==> config.mk <==
export PLATFORM = sky130hd
export DESIGN_NAME = in_fm_tile_loader_flat
export DESIGN_NICKNAME = d
export VERILOG_FILES = /design/src/rtl/in_fm_tile_loader_if.sv /design/src/rtl/in_fm_tile_loader.sv /design/src/flat_wrapper.sv
export SDC_FILE = /design/constraint.sdc
export NUM_CORES = 1
export LEC_CHECK = 0
export BUFFER_PORTS_ARGS = -buffer_cell sky130_fd_sc_hd__buf_2
export CAP_MARGIN = 20
export CORE_MARGIN = 2
export CORE_UTILIZATION = 50
export DETAILED_ROUTE_END_ITERATION = 8
export PLACE_DENSITY_LB_ADDON = 0.15
export SYNTH_ARGS = -nofsm -noshare
export SYNTH_HDL_FRONTEND = slang
export SYNTH_SLANG_ARGS = --single-unit
==> constraint.sdc <==
create_clock -name clk -period 8 [get_ports clk]
set_input_delay 0.8 -clock clk [delete_from_list [all_inputs] [get_ports clk]]
set_output_delay 0.8 -clock clk [all_outputs]
set_load 0.005 [all_outputs]
==> src/rtl/in_fm_tile_loader_if.sv <==
// Bundle of the tile loader's control, RAM-read and lane-FIFO signals.
// master = loader side, slave = RAM/FIFO/controller side.
interface in_fm_tile_loader_if #(
   parameter int CW  = 32,
   parameter int AW  = 32,
   parameter int DW  = 32,
   parameter int NCH = 2
);
   logic              start;
   logic              done;
   logic              busy;
   logic [CW-1:0]     tile_base_m;
   logic [CW-1:0]     tile_base_row;
   logic [CW-1:0]     tile_base_col;
   logic              ram_rd_en;
   logic [AW-1:0]     ram_addr;
   logic [DW-1:0]     data_from_ram;
   logic [NCH-1:0]    fifo_almost_full;
   logic [NCH-1:0]    fifo_push;
   logic [NCH*DW-1:0] data_to_fifo;

   modport master (
      input  start, tile_base_m, tile_base_row, tile_base_col,
      input  data_from_ram, fifo_almost_full,
      output done, busy, ram_rd_en, ram_addr, fifo_push, data_to_fifo
   );

   modport slave (
      output start, tile_base_m, tile_base_row, tile_base_col,
      output data_from_ram, fifo_almost_full,
      input  done, busy, ram_rd_en, ram_addr, fifo_push, data_to_fifo
   );
endinterface

==> src/rtl/in_fm_tile_loader.sv <==
// Multi-lane in_fm tile loader: walks one Tm x Tr x Tc tile and streams it into NCH lane FIFOs.
// Optional IN_FM_ZERO_PAD_EN: out-of-range elements push zeros instead of being skipped.
module in_fm_tile_loader #(
   parameter int CW     = 32,
   parameter int AW     = 32,
   parameter int DW     = 32,
   parameter int M      = 32,
   parameter int R      = 64,
   parameter int C      = 32,
   parameter int Tm     = 8,
   parameter int Tr     = 16,
   parameter int Tc     = 8,
   parameter int NCH    = 2,
   parameter int RD_LAT = 2
) (
   input logic                 clk,
   input logic                 rst,
   in_fm_tile_loader_if.master bus
);
   localparam int LW = (NCH > 1) ? $clog2(NCH) : 1;

   typedef enum logic [1:0] {IDLE, ISSUE, DRAIN, FIN} state_t;

   state_t        state;
   logic [CW-1:0] bm, br, bc;
   logic [CW-1:0] tm, tr, tc;
   logic          done_r, busy_r;

   logic [CW:0]   abs_m, abs_r, abs_c;
   logic [AW-1:0] addr;
   logic [LW-1:0] lane;
   logic          oor, advance, last_elem, pipe_busy;
   logic          enq_valid, enq_pad;

   // read pipeline: {valid, lane, pad} per stage, tail at index RD_LAT-1
   logic          pv [RD_LAT];
   logic [LW-1:0] pl [RD_LAT];
   logic          pp [RD_LAT];

   assign abs_m = {1'b0, bm} + {1'b0, tm};
   assign abs_r = {1'b0, br} + {1'b0, tr};
   assign abs_c = {1'b0, bc} + {1'b0, tc};

   assign oor = (abs_m >= (CW+1)'(M)) || (abs_r >= (CW+1)'(R)) || (abs_c >= (CW+1)'(C));

   assign addr = AW'(abs_m) * AW'(R * C) + AW'(abs_r) * AW'(C) + AW'(abs_c);

   assign lane      = LW'(tm % CW'(NCH));
   assign advance   = (state == ISSUE) && !bus.fifo_almost_full[lane];
   assign last_elem = (tm == CW'(Tm - 1)) && (tr == CW'(Tr - 1)) && (tc == CW'(Tc - 1));

`ifdef IN_FM_ZERO_PAD_EN
   assign enq_valid = advance;
   assign enq_pad   = oor;
`else
   assign enq_valid = advance && !oor;
   assign enq_pad   = 1'b0;
`endif

   // issue gating must react to almost_full in the same cycle, so the read request is combinational
   assign bus.ram_rd_en = advance && !oor;
   assign bus.ram_addr  = (state == ISSUE) ? addr : '0;
   assign bus.done      = done_r;
   assign bus.busy      = busy_r;

   always_ff @(posedge clk or negedge rst) begin
      if (!rst) begin
         state  <= IDLE;
         bm     <= '0;
         br     <= '0;
         bc     <= '0;
         tm     <= '0;
         tr     <= '0;
         tc     <= '0;
         done_r <= 1'b0;
         busy_r <= 1'b0;
      end else begin
         done_r <= 1'b0;
         case (state)
            IDLE: begin
               if (bus.start) begin
                  state  <= ISSUE;
                  bm     <= bus.tile_base_m;
                  br     <= bus.tile_base_row;
                  bc     <= bus.tile_base_col;
                  tm     <= '0;
                  tr     <= '0;
                  tc     <= '0;
                  busy_r <= 1'b1;
               end
            end
            ISSUE: begin
               if (advance) begin
                  if (last_elem) state <= DRAIN;
                  if (tc == CW'(Tc - 1)) begin
                     tc <= '0;
                     if (tr == CW'(Tr - 1)) begin
                        tr <= '0;
                        tm <= tm + 1'b1;
                     end else begin
                        tr <= tr + 1'b1;
                     end
                  end else begin
                     tc <= tc + 1'b1;
                  end
               end
            end
            DRAIN: begin
               // the tail word pushes this cycle, so only the upstream stages must be empty
               if (!pipe_busy) begin
                  state  <= FIN;
                  done_r <= 1'b1;
               end
            end
            FIN: begin
               state  <= IDLE;
               busy_r <= 1'b0;
            end
            default: state <= IDLE;
         endcase
      end
   end

   always_ff @(posedge clk or negedge rst) begin
      if (!rst) begin
         for (int unsigned i = 0; i < RD_LAT; i++) begin
            pv[i] <= 1'b0;
            pl[i] <= '0;
            pp[i] <= 1'b0;
         end
      end else begin
         pv[0] <= enq_valid;
         pl[0] <= lane;
         pp[0] <= enq_pad;
         for (int unsigned i = 1; i < RD_LAT; i++) begin
            pv[i] <= pv[i-1];
            pl[i] <= pl[i-1];
            pp[i] <= pp[i-1];
         end
      end
   end

   always_comb begin
      pipe_busy = 1'b0;
      for (int unsigned i = 0; i < RD_LAT - 1; i++) pipe_busy = pipe_busy | pv[i];
   end

   always_comb begin
      bus.fifo_push    = '0;
      bus.data_to_fifo = '0;
      for (int unsigned k = 0; k < NCH; k++) begin
         if (pv[RD_LAT-1] && (pl[RD_LAT-1] == LW'(k))) begin
            bus.fifo_push[k]              = 1'b1;
            bus.data_to_fifo[k*DW +: DW]  = pp[RD_LAT-1] ? '0 : bus.data_from_ram;
         end
      end
   end
endmodule

==> src/flat_wrapper.sv <==
// flat-port wrapper written by rule: the top's interface ports become plain ports
module in_fm_tile_loader_flat 
#(
   parameter int CW     = 32,
   parameter int AW     = 32,
   parameter int DW     = 32,
   parameter int M      = 32,
   parameter int R      = 64,
   parameter int C      = 32,
   parameter int Tm     = 8,
   parameter int Tr     = 16,
   parameter int Tc     = 8,
   parameter int NCH    = 2,
   parameter int RD_LAT = 2
)
  (clk, rst, bus_start, bus_tile_base_m, bus_tile_base_row, bus_tile_base_col, bus_data_from_ram, bus_fifo_almost_full, bus_done, bus_busy, bus_ram_rd_en, bus_ram_addr, bus_fifo_push, bus_data_to_fifo);
  in_fm_tile_loader_if #(.CW(CW), .AW(AW), .DW(DW), .NCH(NCH)) bus_i ();
  input logic clk;
  input logic rst;
  input wire logic [$bits(bus_i.start)-1:0] bus_start;
  input wire logic [$bits(bus_i.tile_base_m)-1:0] bus_tile_base_m;
  input wire logic [$bits(bus_i.tile_base_row)-1:0] bus_tile_base_row;
  input wire logic [$bits(bus_i.tile_base_col)-1:0] bus_tile_base_col;
  input wire logic [$bits(bus_i.data_from_ram)-1:0] bus_data_from_ram;
  input wire logic [$bits(bus_i.fifo_almost_full)-1:0] bus_fifo_almost_full;
  output wire logic [$bits(bus_i.done)-1:0] bus_done;
  output wire logic [$bits(bus_i.busy)-1:0] bus_busy;
  output wire logic [$bits(bus_i.ram_rd_en)-1:0] bus_ram_rd_en;
  output wire logic [$bits(bus_i.ram_addr)-1:0] bus_ram_addr;
  output wire logic [$bits(bus_i.fifo_push)-1:0] bus_fifo_push;
  output wire logic [$bits(bus_i.data_to_fifo)-1:0] bus_data_to_fifo;
  assign bus_i.start = bus_start;
  assign bus_i.tile_base_m = bus_tile_base_m;
  assign bus_i.tile_base_row = bus_tile_base_row;
  assign bus_i.tile_base_col = bus_tile_base_col;
  assign bus_i.data_from_ram = bus_data_from_ram;
  assign bus_i.fifo_almost_full = bus_fifo_almost_full;
  assign bus_done = bus_i.done;
  assign bus_busy = bus_i.busy;
  assign bus_ram_rd_en = bus_i.ram_rd_en;
  assign bus_ram_addr = bus_i.ram_addr;
  assign bus_fifo_push = bus_i.fifo_push;
  assign bus_data_to_fifo = bus_i.data_to_fifo;
  in_fm_tile_loader #(.CW(CW), .AW(AW), .DW(DW), .M(M), .R(R), .C(C), .Tm(Tm), .Tr(Tr), .Tc(Tc), .NCH(NCH), .RD_LAT(RD_LAT)) u_core (.clk(clk), .rst(rst), .bus(bus_i));
endmodule
==> metrics.txt, run 1 <==
outcome complete, no violations; Yosys reg bits 200; CP endpoint kind primary output; cts repair resizes 0; Post-CTS Setup Inserts 0; Detailed Route WL 50.25 mm; Placer Congestion 0.9558; flop2flop setup slack 2.39 ns; warnings from Yosys 0; WL/cell 20.12 µm; Via Count 14580; Synth async-reset ratio 1.000; Met1 Wirelength 22.05 mm; Root Buffer clkbuf_16; Setup crit end bus_ram_addr[28]; Commonest cells post-synth dfrtp_1 (200), nor2_1 (179), ha_1 (137); Port Buf Inserts 233; WL met3 2.641 mm; share of the synthesized area in the top cell type 0.3063; largest net degree at the start of global routing 77; crit-path max FO 5; Final Non-Filler Cells 2498; DRT Pass-1 Iters 5; Seq/Total Area, Yosys 0.3063; Crit Path Category flop to primary output; GRT overflow 0; CTS sink cnt 200; setup violators final 0; Critical Path AT 6.59 ns; syn avg cell area 8.872 µm²; Final Util 0.5718; first-pass GRT wire length 76.38 mm; Worst Skew 0.01528 ns; final period demand of the worst path 7.389 ns; ant diodes 0; post-route cell area 18510 µm²; Std-Cell Core Area 32370 µm²; number of routed nets with antenna violations 0; DRT iter0 DRCs 986; Mapped Area 16340 µm²; CP required 7.20 ns; uppermost layer routed met4; min-delay worst type primary input to asynchronous set/reset pin; Gate Count Post-Synth 1842; peak supply drop 0.3245 mV; Initial Util 0.5048; CP startpoint u_core.tc[0]; final hold vios 0; relative slew slack 0.3635; worst skew pair latency 0.48 ns; Pins Over Slew Limit 0; Tot GR Track Use 0.2942; Reg2Reg Depth 14; Die H 184.8 µm; Max-cap violations 0; Post-Place Cells 2466; full die area 34150 µm²; layout net count 2334; final period utilization 0.9237; CTS tree built; Lkg Pwr 9.117 nW; FMAX 135.3 MHz; Unique masters post-synth 80; most frequent cell after synthesis dfrtp_1; Die Width 184.8 µm; PwrDens 401.2 nW/µm²; met2 WL post-DR 24.19 mm; post-DP HPWL 40.73 mm; hold_ws 0.3158 ns; Top-Level Pins 234; Worst Max-Slew Pin Slew 0.9547 ns; Synth Flop Type dfrtp_1; area post-placement 17930 µm²; number of buffers created by CTS 17; Total Power 7.425 mW; top cell type by total area after synthesis dfrtp_1; Worst R2R End u_core.pipe_busy; layout cells sized above 1 0.1926; unrepaired setup endpoints after global routing false; pre-CTS setup slack 1.066 ns; Clock Pin Slew Worst Setup and Hold Paths 0.07 ns; std cell rows 66; area delta synth->final 13.26%; setup TNS 0 ns; number of synthesized flops with an enable pin 0; hold buffers post-CTS 0; number of global-route vias before repair 13830; worst-case clock buffer depth 2; H-tree levels 4; Remaining DRCs 0; Synthesized Nets 2133; antenna violations before repair 0; startpoint types flop; Worst R2R Start u_core.tr[25]; post-route setup slack 0.6108 ns; routed vias/inst 5.835; largest cells by area after synthesis dfrtp_1 (31%), ha_1 (10%), mux2_2 (6.7%)
[routing by layer]
metal | vias up | GRT usage
met5 | - | 0
li1 | 7056 | -
met4 | 0 | 0.09302
met1 | 7001 | 0.3766
met3 | 63 | 0.04188
met2 | 456 | 0.5133
[power breakdown]
| group | internal (mW) | leakage (nW) | switching, mW |
|---|---|---|---|
| sequential | 1.28 | 2.57 | 0.230 |
| clock | 0.442 | 0.290 | 0.431 |
| combinational | 2.05 | 6.26 | 2.99 |
| total | 3.78 | 9.12 | 3.65 |
[logic make-up after synthesis]
logic type                 after synthesis  synth area share
xor gates and xnor gates               176           0.09433
and+or+nand+nor                        673            0.2104
buffers and inverters                  135           0.03131
adders and majority gates              158            0.1306
AOI/OAI and AO/OA                      398            0.1572
muxes                                  102           0.06990
DFF                                    200            0.3063
[placed cells by master (no fill, tap or decap), drive strengths merged, types with 80 or more instances in the layout]
master,n
nand2,134
inv,80
mux2,97
dfrtp,200
buf,243
xor2,108
o21ai,91
a21oi,121
nor2,179
ha,137
[worst max-delay path, cell delays in order, from the launching register on]
cell and delay (ns):
dfrtp_1 0.43, ha_1 0.27, fa_1 0.45, a211oi_2 0.30
o21ai_1 0.17, a21oi_4 0.21, o22ai_1 0.15, nand3b_1 0.21
a21boi_0 0.33, xor2_1 0.18, fa_1 0.55, inv_1 0.04
ha_1 0.34, a21o_1 0.20, nand2_1 0.12, o21ai_0 0.10
nor2_1 0.10, o31ai_1 0.14, a211oi_1 0.35, nor3_1 0.12
a2111oi_1 0.58, nor2b_1 0.10, o31a_1 0.28, xnor2_1 0.13
nor2_1 0.14, buf_2 0.14
[cell type report]
type	count	area, µm²
Clock buffer	17	425.4
Clock inverter	15	155.1
Fill cell	3084	13860
Inverter	73	274.0
Multi-Input combinational cell	1507	10840
Sequential cell	200	5005
Tap cell	442	553.0
Timing Repair Buffer	244	1257
[worst min path at each step]
| stage | start | to | slack, ns | cells after the start |
|---|---|---|---|---|
| global placement | u_core.pl[1] | u_core.pl[0] | 0.33 | 0 |
| floorplan | u_core.pl[1] | u_core.pl[0] | 0.33 | 0 |
| finish | rst | u_core.bc[19] | 0.32 | 1 |
| CTS | rst | u_core.tc[23] | 0.32 | 1 |
| detailed placement | u_core.pl[1] | u_core.pl[0] | 0.34 | 0 |
| global route | rst | u_core.tc[23] | 0.35 | 1 |
[registers in the layout, indices dropped and copies added (netlist names)]
register	count
u_core.bc	32
u_core.bm	32
u_core.br	32
u_core.bus.busy	1
u_core.bus.done	1
u_core.pipe_busy	1
u_core.pl	2
u_core.pv	1
u_core.state	2
u_core.tc	32
u_core.tm	32
u_core.tr	32
(Power assumes the default switching activity.)
==> run 2: changes to the inputs <==
- ABC_AREA: not set -> 1
- CTS_BUF_LIST: not set -> sky130_fd_sc_hd__clkbuf_16
- GPL_ROUTABILITY_DRIVEN: not set -> 0
==> run 2 against run 1 <==
Routed wire length grew 27%. Register-to-register slack gained 1.1 ns. Core utilization shrank 0.21 points. Combinational power shrank 10%. Hold slack gained 0.094 ns. Final cell count grew 44%. Cell area grew 13%. Die area grew 15%. Sequential power is essentially flat. Sequential cell count is the same. Clock skew shrank 0.0020 ns. Critical path depth shrank 2.
==> metrics.txt, run 2 <==
syn avg cell area 6.458 µm²; unrepaired setup endpoints after global routing false; grt met2 use 0.5269; largest net degree at the start of global routing 101; CP max stage cell fa_1; worst-case clock buffer depth 2; crit-path max FO 5; peak supply drop 0.2282 mV; routed vias/inst 5.704; Die H 197.7 µm; relative slew slack 0.3087; Top-Level Pins 234; FMAX 165.5 MHz; Final Non-Filler Cells 3597; area delta synth->final 11.67%; setup violators final 0; final hold vios 0; Tot GR Track Use 0.3284; worst skew pair latency 0.48 ns; Synthesized Nets 3197; number of synthesized flops with an enable pin 0; met3 track demand over resource 0.06507; H-tree levels 4; post-DP HPWL 51.95 mm; Post-Place Cells 3564; final period demand of the worst path 6.042 ns; commonest non-fill, non-tap cell in the layout nand2_1; Setup crit end bus_ram_addr[23]; CP endpoint kind primary output; full die area 39100 µm²; number of global-route vias before repair 19110; outcome complete, no violations; busiest grt layer met2; clock share of power 0.130; CP startpoint u_core.tc[0]; Seq/Total Area, Yosys 0.2667; Detailed Route WL 63.86 mm; number of routed nets with antenna violations 0; Die Width 197.7 µm; Initial Util 0.5102; antenna violations before repair 0; Post-CTS Setup Inserts 0; min-delay worst type primary input to asynchronous set/reset pin; Clock Pin Slew Worst Setup and Hold Paths 0.08 ns; std cell rows 70; DRT iter0 DRCs 2131; Unique masters post-synth 58; WL/cell 17.75 µm; PwrDens 329.7 nW/µm²; met1 Use GR 0.4444; Reg2Reg Depth 13; Mapped Area 18770 µm²; Port Buf Inserts 233; layout cells sized above 1 0.1055; Crit Path Category flop to primary output; layout net count 3406; crit-path max cell delay 0.57 ns; final period utilization 0.7552; Root Buffer clkbuf_16; Std-Cell Core Area 36790 µm²; Synth Flop Type dfrtp_1; Int Power 3.147 mW; Worst R2R Start u_core.state[1]; Worst Skew 0.01331 ns; Worst path depth 23; Gate Count Post-Synth 2906; Remaining DRCs 0; Pins Over Slew Limit 0; Critical Path AT 5.24 ns; power share of the sequential group 0.216; Lkg Pwr 11.10 nW; top cell type by total area after synthesis dfrtp_1; critical path's top delay family adder cells; share of the synthesized area in the top cell type 0.2667; number of buffers created by CTS 17; Commonest cells post-synth nand2_1 (886), inv_1 (377), nor2_1 (350); Worst R2R End u_core.tm[2]; CP most frequent cell nand2_1; sum of buffers and inverters on the critical path 2; CP Cell Sequence ha_1, fa_1, nand3_1, nand2_1, nand2_1, nand2_1, nand2_1, nand2_1, xnor2_1, fa_1, inv_1, ha_1, nand2_1, o21ai_0, nand2_1, o211ai_1, a31oi_1, o21ai_0, nand2_1, o211ai_1, o21ai_0, a21oi_1, buf_2; most frequent cell after synthesis nand2_1; CTS sink cnt 200; Yosys reg bits 200; Max-cap violations 0; DRT Pass-1 Iters 9; flop2flop setup slack 3.53 ns; combinational power share 0.654; most frequent cells in the layout nand2_1 (885), inv_1 (377), nor2_1 (350); warnings from Yosys 0; GRT overflow 0; Net Sw Frac 0.5445; CP required 7.20 ns; CTS tree built; first-pass GRT wire length 100.5 mm; Synth async-reset ratio 1.000; setup TNS 0 ns; startpoint types flop; sw power 3.762 mW; largest cells by area after synthesis dfrtp_1 (27%), nand2_1 (18%), ha_1 (9.1%); Via Count 20520; hold buffers post-CTS 0; Worst Max-Slew Pin Slew 1.034 ns; cts repair resizes 0
==> run 2: changes by cell type after synthesis, sizes merged, moves of 66 or more <==
cell,change
mux2,-97
nor2,+185
nand2,+758
inv,+314
a21oi,+66
nand3,+87
==> run 2: worst reg2reg max path: cells and delay by family (launching register included) <==
family                   cells  cell delay (ns)
buffers and inverters        5             1.70
AND/OR/NAND/NOR              3             1.39
AO/OA/AOI/OAI                4             0.70
flip-flops                   1             0.41
adder cells (fa/ha/maj)      1             0.15
==> run 2: kinds of logic after synthesis <==
family	synth area share
compound gates	0.1167
xor+xnor	0.03594
fa+ha+maj	0.1137
buf+inv	0.09027
flops	0.2667
simple gates	0.3766
==> run 2: area by class of cell <==
class	count	area, µm²
antenna	1	2.502
clock buffer	17	425.4
clock inverter	15	177.7
fill	3669	15830
inverter	386	1450
multi-input combinational	2269	12080
sequential	200	5005
tap	468	585.6
timing repair buffer	241	1235
==> run 2: worst min path at each step <==
stage	from	slack [ns]	to	cells after the start
final	rst	0.41	u_core.tc[22]	1
after global routing	u_core.pl[1]	0.46	u_core.pl[0]	0
after CTS	rst	0.43	u_core.bc[26]	1
after detailed placement	u_core.pl[1]	0.44	u_core.pl[0]	0
after global placement	u_core.pl[1]	0.44	u_core.pl[0]	0
after floorplan	u_core.pl[1]	0.33	u_core.pl[0]	0
==> run 2: layer usage <==
metal,share of wire,up-vias
met5,0,-
met4,0.029,0
met3,0.10,125
met2,0.44,1071
met1,0.43,9426
li1,-,9894
==> run 2: power by group through the flow <==
stage	registers, mW	logic (mW)	clock network, mW
5_1_grt	1.51	4.99	0.944
3_5_place_dp	1.51	4.36	0
4_1_cts	1.49	4.39	0.908
2_1_floorplan	1.40	3.12	0
3_3_place_gp	1.50	4.28	0
6_report	1.49	4.52	0.896
==> run 2: per-stage QoR <==
stage / utilization / instance area, µm² / total power, mW / setup slack, ns / hold WS, ns
after global routing: 0.5696 / 20950 / 7.449 / 1.547 / 0.4562
after global placement: 0.5532 / 20350 / 5.785 / 2.729 / 0.4351
after floorplan: - / 18770 / 4.517 / 3.315 / 0.3312
final: 0.5697 / 20960 / 6.909 / 1.958 / 0.4100
after CTS: 0.5696 / 20950 / 6.792 / 2.101 / 0.4342
after detailed placement: 0.5532 / 20350 / 5.870 / 2.632 / 0.4365
